==> src/rtl/seq_stream_pkg.sv <==
// Shared definitions for the exercise-2 stream decoder: output codes of the
// transmitting state machine, decoder states and the transition table lookup.
package seq_stream_pkg;

    // Codes the transmitting machine is able to produce
    localparam logic [2:0] C0 = 3'd0;
    localparam logic [2:0] C2 = 3'd2;
    localparam logic [2:0] C3 = 3'd3;
    localparam logic [2:0] C4 = 3'd4;
    localparam logic [2:0] C5 = 3'd5;

    // HUNT: searching for a run of legal transitions; LOCKED: tracking the stream
    typedef enum logic {
        HUNT   = 1'b0,
        LOCKED = 1'b1
    } decState_e;

    // Result of looking up one observed transition
    typedef struct packed {
        logic legal;
        logic isBranch;
        logic bitVal;
    } transInfo_t;

    // True for any code the transmitter can emit
    function automatic logic codeIsLegal(input logic [2:0] code);
        return (code == C0) || (code == C2) || (code == C3) ||
               (code == C4) || (code == C5);
    endfunction

    // Classify prev->cur against the state diagram; branches out of 3 and 4
    // reveal the input bit that steered the transmitter
    function automatic transInfo_t legal_next(input logic [2:0] prev,
                                              input logic [2:0] cur);
        transInfo_t info;
        info = '{legal: 1'b0, isBranch: 1'b0, bitVal: 1'b0};
        case (prev)
            C0: begin
                if (cur == C3) info.legal = 1'b1;
            end
            C3: begin
                if (cur == C5) begin
                    info = '{legal: 1'b1, isBranch: 1'b1, bitVal: 1'b1};
                end else if (cur == C2) begin
                    info = '{legal: 1'b1, isBranch: 1'b1, bitVal: 1'b0};
                end
            end
            C5: begin
                if (cur == C2) info.legal = 1'b1;
            end
            C2: begin
                if (cur == C4) info.legal = 1'b1;
            end
            C4: begin
                if (cur == C3) begin
                    info = '{legal: 1'b1, isBranch: 1'b1, bitVal: 1'b1};
                end else if (cur == C0) begin
                    info = '{legal: 1'b1, isBranch: 1'b1, bitVal: 1'b0};
                end
            end
            default: begin
                info = '{legal: 1'b0, isBranch: 1'b0, bitVal: 1'b0};
            end
        endcase
        return info;
    endfunction

endpackage

==> src/rtl/seq_deser.sv <==
// Packs recovered bits LSB-first into words and presents each bit and each
// completed word as registered one-cycle pulses.
module seq_deser
    import seq_stream_pkg::*;
#(
    parameter int WORD_W = 8
) (
    input  logic              clk,
    input  logic              reset,
    input  logic              clear_i,
    input  logic              bitValid_i,
    input  logic              bit_i,
    output logic              aOut_o,
    output logic              aValid_o,
    output logic [WORD_W-1:0] wordOut_o,
    output logic              wordValid_o
);

    localparam int IDX_W = (WORD_W > 1) ? $clog2(WORD_W) : 1;
    localparam logic [IDX_W-1:0] LAST_IDX = IDX_W'(WORD_W - 1);

    logic [WORD_W-1:0] shift_q, shift_d;
    logic [IDX_W-1:0]  idx_q, idx_d;
    logic [WORD_W-1:0] word_q, word_d;
    logic              wordValid_q, wordValid_d;
    logic              aOut_q, aOut_d;
    logic              aValid_q, aValid_d;

    // Drop each bit into its slot; the last slot publishes the whole word
    // together with that bit's pulse and restarts the index
    always_comb begin
        shift_d     = shift_q;
        idx_d       = idx_q;
        word_d      = word_q;
        wordValid_d = 1'b0;
        aOut_d      = aOut_q;
        aValid_d    = 1'b0;
        if (clear_i) begin
            shift_d = '0;
            idx_d   = '0;
        end else if (bitValid_i) begin
            aOut_d          = bit_i;
            aValid_d        = 1'b1;
            shift_d[idx_q]  = bit_i;
            if (idx_q == LAST_IDX) begin
                word_d      = shift_d;
                wordValid_d = 1'b1;
                shift_d     = '0;
                idx_d       = '0;
            end else begin
                idx_d = idx_q + IDX_W'(1);
            end
        end
    end

    // Register all packing state; reset discards any partial word
    always_ff @(posedge clk) begin
        if (reset) begin
            shift_q     <= '0;
            idx_q       <= '0;
            word_q      <= '0;
            wordValid_q <= 1'b0;
            aOut_q      <= 1'b0;
            aValid_q    <= 1'b0;
        end else begin
            shift_q     <= shift_d;
            idx_q       <= idx_d;
            word_q      <= word_d;
            wordValid_q <= wordValid_d;
            aOut_q      <= aOut_d;
            aValid_q    <= aValid_d;
        end
    end

    assign aOut_o      = aOut_q;
    assign aValid_o    = aValid_q;
    assign wordOut_o   = word_q;
    assign wordValid_o = wordValid_q;

endmodule

==> src/rtl/seq_stream_decoder.sv <==
// Receive-side checker for the exercise-2 state machine: validates every
// observed transition, recovers the steering bit from branches, packs bits
// into words and flags/counts illegal activity once synchronised.
module seq_stream_decoder
    import seq_stream_pkg::*;
#(
    parameter int WORD_W = 8,
    parameter int LOCK_N = 4,
    parameter int CNT_W  = 8
) (
    input  logic              clk,
    input  logic              reset,
    input  logic              s_valid,
    input  logic [2:0]        s_in,
    output logic              locked,
    output logic              a_out,
    output logic              a_valid,
    output logic [WORD_W-1:0] word_out,
    output logic              word_valid,
    output logic              err,
    output logic [CNT_W-1:0]  err_count
);

    localparam int LCNT_W = $clog2(LOCK_N + 1);
    localparam logic [LCNT_W-1:0] LOCK_TARGET = LCNT_W'(LOCK_N);
    localparam logic [CNT_W-1:0]  CNT_MAX     = {CNT_W{1'b1}};

    decState_e         state_q, state_d;
    logic [2:0]        prevCode_q, prevCode_d;
    logic              prevValid_q, prevValid_d;
    logic [LCNT_W-1:0] lockCnt_q, lockCnt_d;
    logic [LCNT_W-1:0] lockCntInc;
    logic              err_q, err_d;
    logic [CNT_W-1:0]  errCount_q, errCount_d;
    logic              bitValid;
    logic              bitVal;
    logic              deserClear;
    logic              curLegal;
    transInfo_t        trans;

    // Decide the next decoder state from the current sample: count legal
    // transitions while hunting, emit bits or report errors while locked
    always_comb begin
        state_d     = state_q;
        prevCode_d  = prevCode_q;
        prevValid_d = prevValid_q;
        lockCnt_d   = lockCnt_q;
        err_d       = 1'b0;
        errCount_d  = errCount_q;
        bitValid    = 1'b0;
        bitVal      = 1'b0;
        deserClear  = 1'b0;
        curLegal    = codeIsLegal(s_in);
        trans       = legal_next(prevCode_q, s_in);
        lockCntInc  = lockCnt_q + LCNT_W'(1);
        if (s_valid) begin
            case (state_q)
                HUNT: begin
                    if (!curLegal) begin
                        prevValid_d = 1'b0;
                        lockCnt_d   = '0;
                    end else begin
                        prevCode_d  = s_in;
                        prevValid_d = 1'b1;
                        if (prevValid_q && trans.legal) begin
                            if (lockCntInc == LOCK_TARGET) begin
                                state_d   = LOCKED;
                                lockCnt_d = '0;
                            end else begin
                                lockCnt_d = lockCntInc;
                            end
                        end else begin
                            lockCnt_d = '0;
                        end
                    end
                end
                LOCKED: begin
                    if (prevValid_q && trans.legal) begin
                        prevCode_d = s_in;
                        if (trans.isBranch) begin
                            bitValid = 1'b1;
                            bitVal   = trans.bitVal;
                        end
                    end else begin
                        err_d       = 1'b1;
                        if (errCount_q != CNT_MAX) begin
                            errCount_d = errCount_q + CNT_W'(1);
                        end
                        state_d     = HUNT;
                        lockCnt_d   = '0;
                        deserClear  = 1'b1;
                        prevCode_d  = s_in;
                        prevValid_d = curLegal;
                    end
                end
                default: begin
                    state_d = HUNT;
                end
            endcase
        end
    end

    // State and tracking registers; reset overrides every other event
    always_ff @(posedge clk) begin
        if (reset) begin
            state_q     <= HUNT;
            prevCode_q  <= C0;
            prevValid_q <= 1'b0;
            lockCnt_q   <= '0;
            err_q       <= 1'b0;
            errCount_q  <= '0;
        end else begin
            state_q     <= state_d;
            prevCode_q  <= prevCode_d;
            prevValid_q <= prevValid_d;
            lockCnt_q   <= lockCnt_d;
            err_q       <= err_d;
            errCount_q  <= errCount_d;
        end
    end

    seq_deser #(
        .WORD_W (WORD_W)
    ) u_deser (
        .clk         (clk),
        .reset       (reset),
        .clear_i     (deserClear),
        .bitValid_i  (bitValid),
        .bit_i       (bitVal),
        .aOut_o      (a_out),
        .aValid_o    (a_valid),
        .wordOut_o   (word_out),
        .wordValid_o (word_valid)
    );

    assign locked    = (state_q == LOCKED);
    assign err       = err_q;
    assign err_count = errCount_q;

endmodule

==> config.mk <==
export PLATFORM = sky130hd
export DESIGN_NAME = seq_stream_decoder
export DESIGN_NICKNAME = d
export VERILOG_FILES = /design/src/rtl/seq_stream_pkg.sv /design/src/rtl/seq_deser.sv /design/src/rtl/seq_stream_decoder.sv
export SDC_FILE = /design/constraint.sdc
export NUM_CORES = 1
export LEC_CHECK = 0
export CAP_MARGIN = 25
export CORE_ASPECT_RATIO = 0.6
export CORE_MARGIN = 2
export CORE_UTILIZATION = 45
export DETAILED_ROUTE_END_ITERATION = 7
export GPL_TIMING_DRIVEN = 0
export PLACE_DENSITY = 0.67
export SLEW_MARGIN = 20
export SYNTH_ARGS = -nofsm -noshare
export SYNTH_HDL_FRONTEND = slang
export SYNTH_HIERARCHICAL = 1
export SYNTH_SLANG_ARGS = --single-unit
==> constraint.sdc <==
create_clock -name clk -period 5.1 [get_ports clk]
set_input_delay 0.51 -clock clk [delete_from_list [all_inputs] [get_ports clk]]
set_output_delay 0.51 -clock clk [all_outputs]
set_load 0.005 [all_outputs]
==> impl_metrics.toml <==
[pwr]
combPwrFrac = 0.069
power_density_nw_per_um2 = 219.6
leakage_uw = 0.0008976
switching_power_uw = 134.1
p_int_uw = 417.0
power_frac_seq = 0.559
peakVddDrop_uv = 144.1
pwr-share-clk = 0.371
swShare = 0.2433

[setup_path]
cp.arrival_ns = 3.54
r2r_cells = 10
r2r_slack_ns = 2.09
crit_path_end_kind = "flip-flop"
crit_slowest_cell = "or4b_1"
max_stage_delay_ns = 0.50
start_kind = "input pin"
path_buf_inv = 4
cp_top_family = "simple AND/OR/NAND/NOR gates"
path_common_cell = "a21oi_1"
worstPathRequired_ns = 5.31
rr_startpoint = "prevCode_q[1]$_SDFFE_PP0P_"
path_cells = "clkdlybuf4s50_1 > buf_4 > inv_1 > or4b_1 > a21oi_1 > a21oi_1 > nor3_1 > o211a_1 > buf_2 > nor2b_1 > nand4_1 > a21oi_1"
reg2reg_to = "u_deser/shift_q[6]$_SDFFE_PP0P_"
crit_type = "in -> reg"
critPathMaxFanout = 10

[routing]
drt_first_pass_iters = 5
drtIter0Drc = 144
ant_nets = 0
num_vias = 1857
drc = 0
wl_per_cell_um = 13.53
wirelength_um = 4507
routed_via_density = 5.577

[clock_network]
clkTransAtPathRegs_ns = 0.08
cts_root_buf = "clkbuf_8"
cts.sinks = 39
clk_latency_ns = 0.29
cts_tree = "built"
cts_inserted_buffers = 5
cts_resized = 0
cts_max_level = 2
postCtsSetupBuffers = 0
clock_path_buffers = 2
postCtsHoldBufs = 0

[synth]
avgSynthCellArea_um2 = 8.843
synth_area_leaders = "dfxtp_1 37%, nor2_1 5.0%, mux2i_1 3.8%"
synth_edf_count = 0
ys.flop_type = "dfxtp_1"
ys_seq_area_frac = 0.3725
synth_top_area_cell = "dfxtp_1"
yosysWarnings = 6
synth_area_um2 = 2096
synth_top_cell_area_share = 0.3725
synthesis.nets = 249
synth_cell_types = 51
ys_ff_latch = 39
netlist_instances = 237
async_flop_share = 0

[global_routing]
antenna_found_initial = 0
grt_pass1_vias = 1564
grt_pass1_wl_um = 7679
grt_max_degree = 13
grt.overflow.total = 0
gr-usage-met3 = 0.04564
grt_most_used_layer = "met1"
grt_use_met1 = 0.3033
met2_usage = 0.2206
grt_usage = 0.1838

[layout]
layout_commonest_cell = "dfxtp_1"
n_antenna_cell = 0
final_cell_mix = "39 x dfxtp_1, 28 x nor2_1, 25 x clkdlybuf4s50_1, 15 x a21oi_1, 15 x nand2_1"
drive_gt1_frac = 0.1000
syn_to_final_growth_pct = 19.76
fin_nets = 281

[timing]
finalSetupTns_ns = 0
finalCritPeriodShare = 0.6516
holdWs_ns = 0.4888
fin_ws_ns = 1.777
slew_headroom = 0.6613
finalClockSkew_ns = 0.009488
tightest_slew_ns = 0.5042
maxSlewViolCount = 0
finalSetupViolations = 0
rsz0062_at_grt = "no"
fmax_mhz = 300.9
hold_viol_final = 0
period_needed_ns = 3.323

[hold_path]
holdPathStages = 2
hold_path_end = "u_deser/shift_q[1]$_SDFFE_PP0P_"
min_from = "u_deser/shift_q[1]$_SDFFE_PP0P_"
hp-class = "reg -> reg"

[floorplan]
die_y_um = 56.86
die_w_um = 92.10
core_um2 = 4517
initial_core_util = 0.4640
dieArea_um2 = 5237
rows = 19
top_level_ports = 27

[place]
place_congestion = 0.8361
hpwl_um = 3387
dp_slack_ns = 1.560
port_buffers = 25

[status]
outcome = "finished clean"

[run]
cap_violations = 0
==> cell type report <==
| type | count | area, um^2 |
|---|---|---|
| buffer | 13 | 66.31 |
| clock buffer | 6 | 72.57 |
| clock inverter | 2 | 12.51 |
| fill | 439 | 2007 |
| inverter | 5 | 18.77 |
| multi-input combinational | 180 | 1230 |
| sequential | 39 | 780.7 |
| tap | 63 | 78.83 |
| timing repair buffer | 25 | 250.2 |
==> logic make-up (layout without fill, tap and decap cells) <==
kind of cell	count (synthesis)	in the layout	share of synthesized area
adder cells (fa/ha/maj)	6	6	0.03582
AO/OA/AOI/OAI	57	57	0.2119
flip-flops	39	39	0.3725
buffers and inverters	18	51	0.04060
multiplexers	8	8	0.03821
AND/OR/NAND/NOR	101	101	0.2675
XOR/XNOR	8	8	0.03343
==> metal layers <==
metal	vias to the layer above	part of all wire
li1	930	-
met1	856	0.55
met2	66	0.36
met3	5	0.076
met4	0	0.010
met5	-	0
==> cell usage after synthesis (2+ instances only) <==
master,n
dfxtp_1,39
nor2_1,28
a21oi_1,15
nand2_1,15
nand3_1,11
nand2b_1,10
buf_2,8
mux2i_1,8
nand4_1,8
a311oi_1,7
ha_1,6
o211ai_1,6
xnor2_1,6
inv_1,5
o21ai_0,5
a211oi_1,4
and2b_1,4
a31oi_1,3
and2_1,3
clkbuf_1,3
or4b_1,3
a22o_1,2
buf_4,2
nand3b_1,2
nor2b_1,2
nor3b_1,2
nor4_1,2
o311ai_1,2
o31ai_1,2
or3b_1,2
xor2_1,2
==> power by group through the flow <==
| stage | logic (uW) | clock network (uW) | registers (uW) |
|---|---|---|---|
| final | 38.2 | 205 | 308 |
| after CTS | 38.0 | 211 | 308 |
| after detailed placement | 37.9 | 0 | 315 |
| after floorplan | 27.4 | 0 | 315 |
| after global placement | 37.9 | 0 | 315 |
| after global routing | 41.6 | 225 | 309 |
==> worst reg2reg max path, cell delays in order, from the launching register on <==
cell and delay (ns):
dfxtp_1 0.44, nand2b_1 0.16, or4b_1 0.50, a21oi_1 0.23
a21oi_1 0.06, nor3_1 0.46, o211a_1 0.23, buf_2 0.19
nor2b_1 0.38, nand4_1 0.14, a21oi_1 0.14
==> sequential cells by signal (all words and copies together), names as in the netlist <==
signal,count
u_deser/shift_q,8
u_deser/aOut_o,1
u_deser/wordOut_o,8
u_deser/wordValid_o,1
lockCnt_q,3
err,1
prevValid_q,1
locked,1
u_deser/idx_q,3
u_deser/aValid_o,1
prevCode_q,3
err_count,8
==> worst max-delay path by stage <==
stage                                           end  slack, ns  cells after the start    start
finish              u_deser/shift_q[6]$_SDFFE_PP0P_       1.78                     12  s_in[1]
global route        u_deser/shift_q[0]$_SDFFE_PP0P_       1.53                     12  s_in[1]
CTS                 u_deser/shift_q[6]$_SDFFE_PP0P_       1.82                     12  s_in[1]
detailed placement  u_deser/shift_q[6]$_SDFFE_PP0P_       1.56                     12  s_in[1]
global placement    u_deser/shift_q[6]$_SDFFE_PP0P_       1.59                     12  s_in[1]
floorplan           u_deser/shift_q[5]$_SDFFE_PP0P_       2.45                      9  s_in[0]
==> through the flow <==
step | utilization | area, um^2 | power, uW | instances
2_1_floorplan | - | 2096 | 342.3 | 237
5_1_grt | 0.5557 | 2510 | 575.2 | 333
6_report | 0.5557 | 2510 | 551.1 | 333
3_5_place_dp | 0.5368 | 2425 | 353.3 | 325
3_3_place_gp | 0.5368 | 2425 | 353.2 | 325
4_1_cts | 0.5557 | 2510 | 557.5 | 333
(Power assumes the default switching activity.)
